### src/rtl/multicycle_control_pkg.sv
// Shared encodings for the multicycle controller: states, opcodes and datapath selects.
package multicycle_control_pkg;

  typedef enum logic [3:0] {
    S_FETCH    = 4'd0,
    S_DECODE   = 4'd1,
    S_EXEC_R   = 4'd2,
    S_EXEC_I   = 4'd3,
    S_MEM_ADDR = 4'd4,
    S_MEM_RD   = 4'd5,
    S_MEM_WB   = 4'd6,
    S_MEM_WR   = 4'd7,
    S_ALU_WB   = 4'd8,
    S_BRANCH   = 4'd9,
    S_JUMP     = 4'd10,
    S_TRAP     = 4'd11
  } state_t;

  localparam logic [5:0] OP_RTYPE = 6'h00;
  localparam logic [5:0] OP_J     = 6'h02;
  localparam logic [5:0] OP_BEQ   = 6'h04;
  localparam logic [5:0] OP_ADDI  = 6'h08;
  localparam logic [5:0] OP_ANDI  = 6'h0C;
  localparam logic [5:0] OP_ORI   = 6'h0D;
  localparam logic [5:0] OP_LUI   = 6'h0F;
  localparam logic [5:0] OP_LW    = 6'h23;
  localparam logic [5:0] OP_SW    = 6'h2B;

  localparam logic [1:0] EXT_SIGN  = 2'b00;
  localparam logic [1:0] EXT_ZERO  = 2'b01;
  localparam logic [1:0] EXT_UPPER = 2'b10;

  localparam logic [1:0] ALU_ADD   = 2'b00;
  localparam logic [1:0] ALU_SUB   = 2'b01;
  localparam logic [1:0] ALU_FUNCT = 2'b10;
  localparam logic [1:0] ALU_OR    = 2'b11;

  localparam logic [1:0] SRCB_REG     = 2'b00;
  localparam logic [1:0] SRCB_FOUR    = 2'b01;
  localparam logic [1:0] SRCB_IMM     = 2'b10;
  localparam logic [1:0] SRCB_IMM_SH2 = 2'b11;

  localparam logic [1:0] PCS_ALU    = 2'b00;
  localparam logic [1:0] PCS_ALUOUT = 2'b01;
  localparam logic [1:0] PCS_JUMP   = 2'b10;

endpackage

### src/rtl/multicycle_control_opcode_decode.sv
// Opcode decoder: picks the state following DECODE and the immediate extension mode.
module mc_opcode_decode
  import multicycle_control_pkg::*;
#(
  parameter bit TRAP_ON_ILLEGAL = 1'b1
) (
  input  logic [5:0] opcode,
  output state_t     next_state,
  output logic [1:0] ext_mode
);

  // Unknown opcodes fall to TRAP or back to FETCH depending on TRAP_ON_ILLEGAL
  always_comb begin
    next_state = TRAP_ON_ILLEGAL ? S_TRAP : S_FETCH;
    ext_mode   = EXT_SIGN;
    case (opcode)
      OP_RTYPE:     next_state = S_EXEC_R;
      OP_LW, OP_SW: next_state = S_MEM_ADDR;
      OP_BEQ:       next_state = S_BRANCH;
      OP_J:         next_state = S_JUMP;
      OP_ADDI:      next_state = S_EXEC_I;
      OP_ANDI, OP_ORI: begin
        next_state = S_EXEC_I;
        ext_mode   = EXT_ZERO;
      end
      OP_LUI: begin
        next_state = S_EXEC_I;
        ext_mode   = EXT_UPPER;
      end
      default: ;
    endcase
  end

endmodule

### src/rtl/multicycle_control.sv
// Multicycle CPU control FSM: sequences fetch/decode/execute/memory/writeback.
module multicycle_control
  import multicycle_control_pkg::*;
#(
  parameter bit TRAP_ON_ILLEGAL = 1'b1
) (
  input  logic       clk,
  input  logic       rst_n,
  input  logic [5:0] opcode,
  input  logic [5:0] funct,
  input  logic       alu_zero,
  input  logic       mem_ready,
  output logic       mem_req,
  output logic       mem_we,
  output logic       ir_write,
  output logic       pc_write,
  output logic       reg_write,
  output logic [1:0] ext_mode,
  output logic       alu_src_a,
  output logic [1:0] alu_src_b,
  output logic [1:0] alu_op,
  output logic       reg_dst,
  output logic       mem_to_reg,
  output logic [1:0] pc_source,
  output logic [3:0] state,
  output logic       trap
);

  state_t     state_q, state_d;
  state_t     dec_next;
  logic [1:0] dec_ext;
  logic [5:0] op_q;
  logic [1:0] ext_q;
  logic       unused_funct;

  // funct is interpreted by the ALU control, not by this sequencer
  assign unused_funct = ^funct;

  mc_opcode_decode #(.TRAP_ON_ILLEGAL(TRAP_ON_ILLEGAL)) u_dec (
    .opcode     (opcode),
    .next_state (dec_next),
    .ext_mode   (dec_ext)
  );

  assign state    = state_q;
  assign ext_mode = ext_q;

  // State register; opcode and extender mode are captured only while in DECODE
  always_ff @(posedge clk or negedge rst_n) begin
    if (!rst_n) begin
      state_q <= S_FETCH;
      op_q    <= OP_RTYPE;
      ext_q   <= EXT_SIGN;
    end else begin
      state_q <= state_d;
      if (state_q == S_DECODE) begin
        op_q  <= opcode;
        ext_q <= dec_ext;
      end
    end
  end

  // Next state and state-decoded outputs; reset forces every strobe low at once
  always_comb begin
    state_d    = state_q;
    mem_req    = 1'b0;
    mem_we     = 1'b0;
    ir_write   = 1'b0;
    pc_write   = 1'b0;
    reg_write  = 1'b0;
    alu_src_a  = 1'b0;
    alu_src_b  = SRCB_REG;
    alu_op     = ALU_ADD;
    reg_dst    = 1'b0;
    mem_to_reg = 1'b0;
    pc_source  = PCS_ALU;
    trap       = 1'b0;
    case (state_q)
      S_FETCH: begin
        mem_req   = 1'b1;
        alu_src_b = SRCB_FOUR;
        if (mem_ready) begin
          ir_write = 1'b1;
          pc_write = 1'b1;
          state_d  = S_DECODE;
        end
      end
      S_DECODE: begin
        alu_src_b = SRCB_IMM_SH2;
        state_d   = dec_next;
      end
      S_EXEC_R: begin
        alu_src_a = 1'b1;
        alu_op    = ALU_FUNCT;
        state_d   = S_ALU_WB;
      end
      S_EXEC_I: begin
        alu_src_a = 1'b1;
        alu_src_b = SRCB_IMM;
        if (op_q == OP_ANDI)     alu_op = ALU_FUNCT;
        else if (op_q == OP_ORI) alu_op = ALU_OR;
        else                     alu_op = ALU_ADD;
        state_d   = S_ALU_WB;
      end
      S_MEM_ADDR: begin
        alu_src_a = 1'b1;
        alu_src_b = SRCB_IMM;
        state_d   = (op_q == OP_SW) ? S_MEM_WR : S_MEM_RD;
      end
      S_MEM_RD: begin
        mem_req = 1'b1;
        if (mem_ready) state_d = S_MEM_WB;
      end
      S_MEM_WR: begin
        mem_req = 1'b1;
        mem_we  = 1'b1;
        if (mem_ready) state_d = S_FETCH;
      end
      S_MEM_WB: begin
        reg_write  = 1'b1;
        mem_to_reg = 1'b1;
        state_d    = S_FETCH;
      end
      S_ALU_WB: begin
        reg_write = 1'b1;
        reg_dst   = (op_q == OP_RTYPE);
        state_d   = S_FETCH;
      end
      S_BRANCH: begin
        alu_src_a = 1'b1;
        alu_op    = ALU_SUB;
        pc_source = PCS_ALUOUT;
        pc_write  = alu_zero;
        state_d   = S_FETCH;
      end
      S_JUMP: begin
        pc_source = PCS_JUMP;
        pc_write  = 1'b1;
        state_d   = S_FETCH;
      end
      S_TRAP: begin
        trap    = 1'b1;
        state_d = S_TRAP;
      end
      default: state_d = S_FETCH;
    endcase
    if (!rst_n) begin
      mem_req   = 1'b0;
      mem_we    = 1'b0;
      ir_write  = 1'b0;
      pc_write  = 1'b0;
      reg_write = 1'b0;
      trap      = 1'b0;
    end
  end

endmodule

### config.mk
export PLATFORM = sky130hd
export DESIGN_NAME = multicycle_control
export DESIGN_NICKNAME = d
export VERILOG_FILES = /design/src/rtl/multicycle_control_pkg.sv /design/src/rtl/multicycle_control_opcode_decode.sv /design/src/rtl/multicycle_control.sv
export SDC_FILE = /design/constraint.sdc
export NUM_CORES = 1
export LEC_CHECK = 0
export CAP_MARGIN = 10
export CELL_PAD_IN_SITES_DETAIL_PLACEMENT = 0
export CELL_PAD_IN_SITES_GLOBAL_PLACEMENT = 1
export CORE_UTILIZATION = 31
export DETAILED_ROUTE_END_ITERATION = 6
export GPL_TIMING_DRIVEN = 0
export PLACE_DENSITY = 0.82
export SKIP_CTS_REPAIR_TIMING = 1
export SLEW_MARGIN = 40
export SYNTH_ARGS = -nofsm -noshare
export SYNTH_HDL_FRONTEND = slang
export SYNTH_SLANG_ARGS = --single-unit
### constraint.sdc
create_clock -name clk -period 3.8 [get_ports clk]
set_input_delay 0.38 -clock clk [delete_from_list [all_inputs] [get_ports clk]]
set_output_delay 0.38 -clock clk [all_outputs]
set_load 0.005 [all_outputs]
Word-level counts from Yosys, hierarchy flattened
Index checks and enable logic that the tools add are counted.
{"block": "word_totals", "regBits": 12, "in_bits": 16, "out_inout_bits": 21}
{"block": "classes", "eq_ne": 25, "n_mux": 28, "n_reduce_logical": 12}
{"operator": "$eq 6x4->1 const B", "n": 6}
{"operator": "$pmux 4 s7", "n": 1}
{"operator": "$pmux 4 s5", "n": 1}
{"operator": "$eq 6x6->1 const B", "n": 3}
{"operator": "$eq 4x3->1 const B", "n": 4}
{"operator": "$eq 4x4->1 const B", "n": 4}
{"operator": "$mux 1", "n": 15}
{"operator": "$logic_not 6->1", "n": 2}
{"operator": "$mux 4", "n": 3}
{"operator": "$pmux 2 s3", "n": 2}
{"operator": "$reduce_or 2->1", "n": 5}
{"operator": "$eq 4x2->1 const B", "n": 2}
{"operator": "$pmux 2 s2", "n": 2}
{"operator": "$reduce_or 4->1", "n": 2}
{"operator": "$eq 6x2->1 const B", "n": 1}
{"operator": "$eq 6x3->1 const B", "n": 1}
{"operator": "$mux 2", "n": 3}
{"operator": "$ne 2x2->1 const B", "n": 3}
{"operator": "$eq 4x1->1 const B", "n": 1}
{"operator": "$logic_not 4->1", "n": 1}
{"operator": "$pmux 1 s3", "n": 1}
{"operator": "$reduce_and 3->1", "n": 1}
{"operator": "$reduce_or 3->1", "n": 1}

Depth between registers and ports, before layout
{"block": "logic_depth", "depth_word": 4, "ltp_mapped": 7, "depth_no_buf": 4}

Cells and area by module
From an unflattened synthesis, not the netlist that was laid out.
{"block": "hier_totals", "cells_unflattened": 111, "hier_area_um2": 928.4}
{"module": "multicycle_control", "instances": 1, "cells_each": 92, "area_each_um2": 807.0, "seq_area_each_um2": 300.3}
{"module": "mc_opcode_decode", "instances": 1, "cells_each": 19, "area_each_um2": 121.4, "seq_area_each_um2": 0.0}

Worst setup path after synthesis
OpenSTA, ideal clock, no wires.
{"block": "synth_path", "path_kind": "register -> output", "start": "reg state_q[3] (netlist: state[3])", "end": "out alu_op[0]", "arrival_ns": 1.509, "required_ns": 3.420, "path_slack_ns": 1.911, "stages_incl_launch_ff": 6, "path_cell_list": "dfrtp_1 -> buf_6 -> or2_1 -> buf_6 -> or4_4 -> o21bai_2"}
{"block": "synth_between", "elab_chain_cells": 2, "elab_cells_between_ends": 4}
{"element": "from (decl)", "line_no": "multicycle_control.sv:29", "rtl": "state_t state_q, state_d;"}
{"element": "from (signal assigned)", "line_no": "multicycle_control.sv:55", "rtl": "state_q <= state_d;"}
{"element": "$eq 4x4->1 / $eq 4x2->1 (equally long branches)", "line_no": "multicycle_control.sv:78", "rtl": "case (state_q)"}
{"element": "$pmux 2 s3 *", "line_no": "multicycle_control.sv:78"}
{"element": "to (decl)", "line_no": "multicycle_control.sv:21", "rtl": "output logic [1:0] alu_op,"}
Mark *: on every way between the ends. The rest lies on a longest branch, timed or not.

Final worst setup path
Ends and elaborated chain as after synthesis.

==> flow_summary.yaml <==
timing:
  finalCritPeriodShare: 0.707
  finalMaxSlewViolations: 0
  tns_ns: 0
  fmaxAchievable_ghz: 0.372
  min_period_ns: 2.69
  fin_worst_skew_ns: 0.0112
  finalHoldViolations: 0
  slew_headroom: 0.548
  worstMarginPinSlew_ns: 0.676
  setup_viol: 0
  grt_setup_unrepaired: "false"
clocking:
  numCtsBuffers: 3
  cts_tree: "yes"
  numClockSinks: 12
  cts_root_buffer: "clkbuf_4"
  cts.path.max_buffers: 2
  clkTransAtPathRegs_ns: 0.08
  h-tree-depth: 1
  insertion_delay_ns: 0.27
logic_synthesis:
  synth_top_area_frac: 0.353
  syn_inst: 101
  ys.flop_type: "dfrtp_1"
  netlist_area_um2: 851
  yosysWarnings: 0
  synthDistinctLibCells: 36
  synth_area_leaders: "dfrtp_1 (35%), mux2_1 (6.6%), nor2_1 (5.3%), a21oi_1 (4.1%), nand2b_1 (2.9%)"
  ys_seq_area_frac: 0.353
  synthTopCellsByCount: "dfrtp_1 (12), nor2_1 (12), a21oi_1 (7)"
  ys_ff_latch: 12
  synth_nets: 117
  synth_edf_count: 0
  syn_avg_cell_area_um2: 8.42
  async_reset_ff_frac: 1.00
  synth_area_leader_cell: "dfrtp_1"
layout:
  fill_cells: 249
  areaGrowthSynthToFinish_pct: 44.0
  seqCellArea_um2: 300
  drive_above_1_share: 0.0815
  fin_nets: 152
  multi_input_area_um2: 479
  diodes: 0
  stdcell_count: 165
route:
  vias: 881
  drt_iter0_drc: 9
  drc_errors: 0
  ant_nets: 0
  wl_per_cell_um: 13.5
  drt-total-wl_um: 2230
  drt_pre_antenna_iters: 4
  via_per_inst: 5.34
floorplanning:
  die_y_um: 54.4
  pin_count: 37
  coreArea_mm2: 0.00254
  die_width_um: 54.4
  start_util: 0.334
  dieArea_mm2: 0.00296
  std_cell_rows: 18
run_status:
  run_status: "completed"
power_and_ir_drop:
  leakagePower_nw: 0.449
  pwr_density_cell_mw_per_mm2: 645
  ir_drop_mv: 0.373
  finalPower_w: 0.000790
job:
  cap_viol_max_count: 0
global_routing:
  overflow: 0
  grt_max_degree: 16
  grt_usage: 0.175
  grt_first_pass_wirelength_um: 3710
  grt_pass1_vias: 811
  grt_antenna_before_repair: 0
placed_design:
  hpwl_um: 1760
  gp_congestion: 0.817
  dp.cells: 161
  io_buffers: 30
worst_setup_path:
  critPathLaunchType: "register"
  end_kind: "output port"
  critPathArrivalTime_ns: 2.31
  cp_data_required_time_ns: 3.42
  critPathKind: "reg -> out"
  cp_max_fo: 10
hold_path:
  hold_class: "reg -> reg"
-- path summary, 6_finish.rpt --
kind | start | endpoint | slack [ns] | cells past startpoint
worst max-delay path | state[3] | alu_op[0] | 1.11 | 6
worst min register to register | op_q[5] | op_q[5] | 0.50 | 1
max in group asynchronous | rst_n | state[2] | 2.85 | 1
min in group asynchronous | rst_n | op_q[0] | 0.51 | 1
worst min-delay path | op_q[5] | op_q[5] | 0.50 | 1
worst max register to register | state[3] | op_q[4] | 2.10 | 6
-- logic make-up after synthesis --
logic type             share of synthesized area
DFF                                        0.353
muxes                                     0.0779
buffers and inverters                     0.0838
and+or+nand+nor                            0.307
AOI/OAI and AO/OA                          0.178
-- report_power, final --
part,leakage (nW),switching (W),internal (W)
combinational,0.278,0.000229,0.000246
sequential,0.150,0.0000345,0.000179
clock,0.0210,0.0000423,0.0000582
total,0.449,0.000306,0.000483
-- registers in the layout, summed over array words and instances, names as in the netlist --
name      cells
state         4
op_q          6
ext_mode      2
-- cells in the final DEF, fill, tap and decap left out, types with 4 or more instances in the layout --
master / instances
clkdlybuf4s50_1: 30
nor2_1: 12
dfrtp_1: 12
a21oi_1: 7
clkbuf_1: 5
nor3_1: 5
nand2_1: 5
inv_1: 5
mux2_1: 5
nand2b_1: 4
nand3_1: 4
-- final cells by class --
type,count,share of cell area
Inverter,6,0.0184
Clock buffer,4,0.0296
Buffer,8,0.0398
Sequential cell,12,0.245
Tap cell,30,0.0306
Multi-Input combinational cell,75,0.391
Timing Repair Buffer,30,0.245
-- through the flow --
| stage | hold WS [ns] | util | instance area, um2 | setup WS (ns) |
|---|---|---|---|---|
| 6_report | 0.505 | 0.481 | 1220 | 1.11 |
| 5_1_grt | 0.558 | 0.481 | 1220 | 1.02 |
| 4_1_cts | 0.508 | 0.481 | 1220 | 1.08 |
| 3_5_place_dp | 0.488 | 0.467 | 1190 | 1.16 |
| 3_3_place_gp | 0.476 | 0.467 | 1190 | 1.17 |
| 2_1_floorplan | 0.0844 | - | 851 | 1.91 |
-- critical path, cell delays in order (launching register included) --
cell,delay [ns]
dfrtp_1,0.39
buf_6,0.14
or2_1,0.22
buf_6,0.14
or4_4,0.54
o21bai_2,0.12
clkdlybuf4s50_1,0.50
-- metal layers --
layer  GRT usage  routed length, um  part of all wire  up-vias
met5           0                  0                 0        -
met4      0.0256                 14            0.0063        0
met3      0.0500                108             0.048        2
met2       0.264               1080              0.48       28
met1       0.249               1030              0.46      414
li1            -                  -                 -      437
Note: power is estimated with default switching activity, not from simulation.
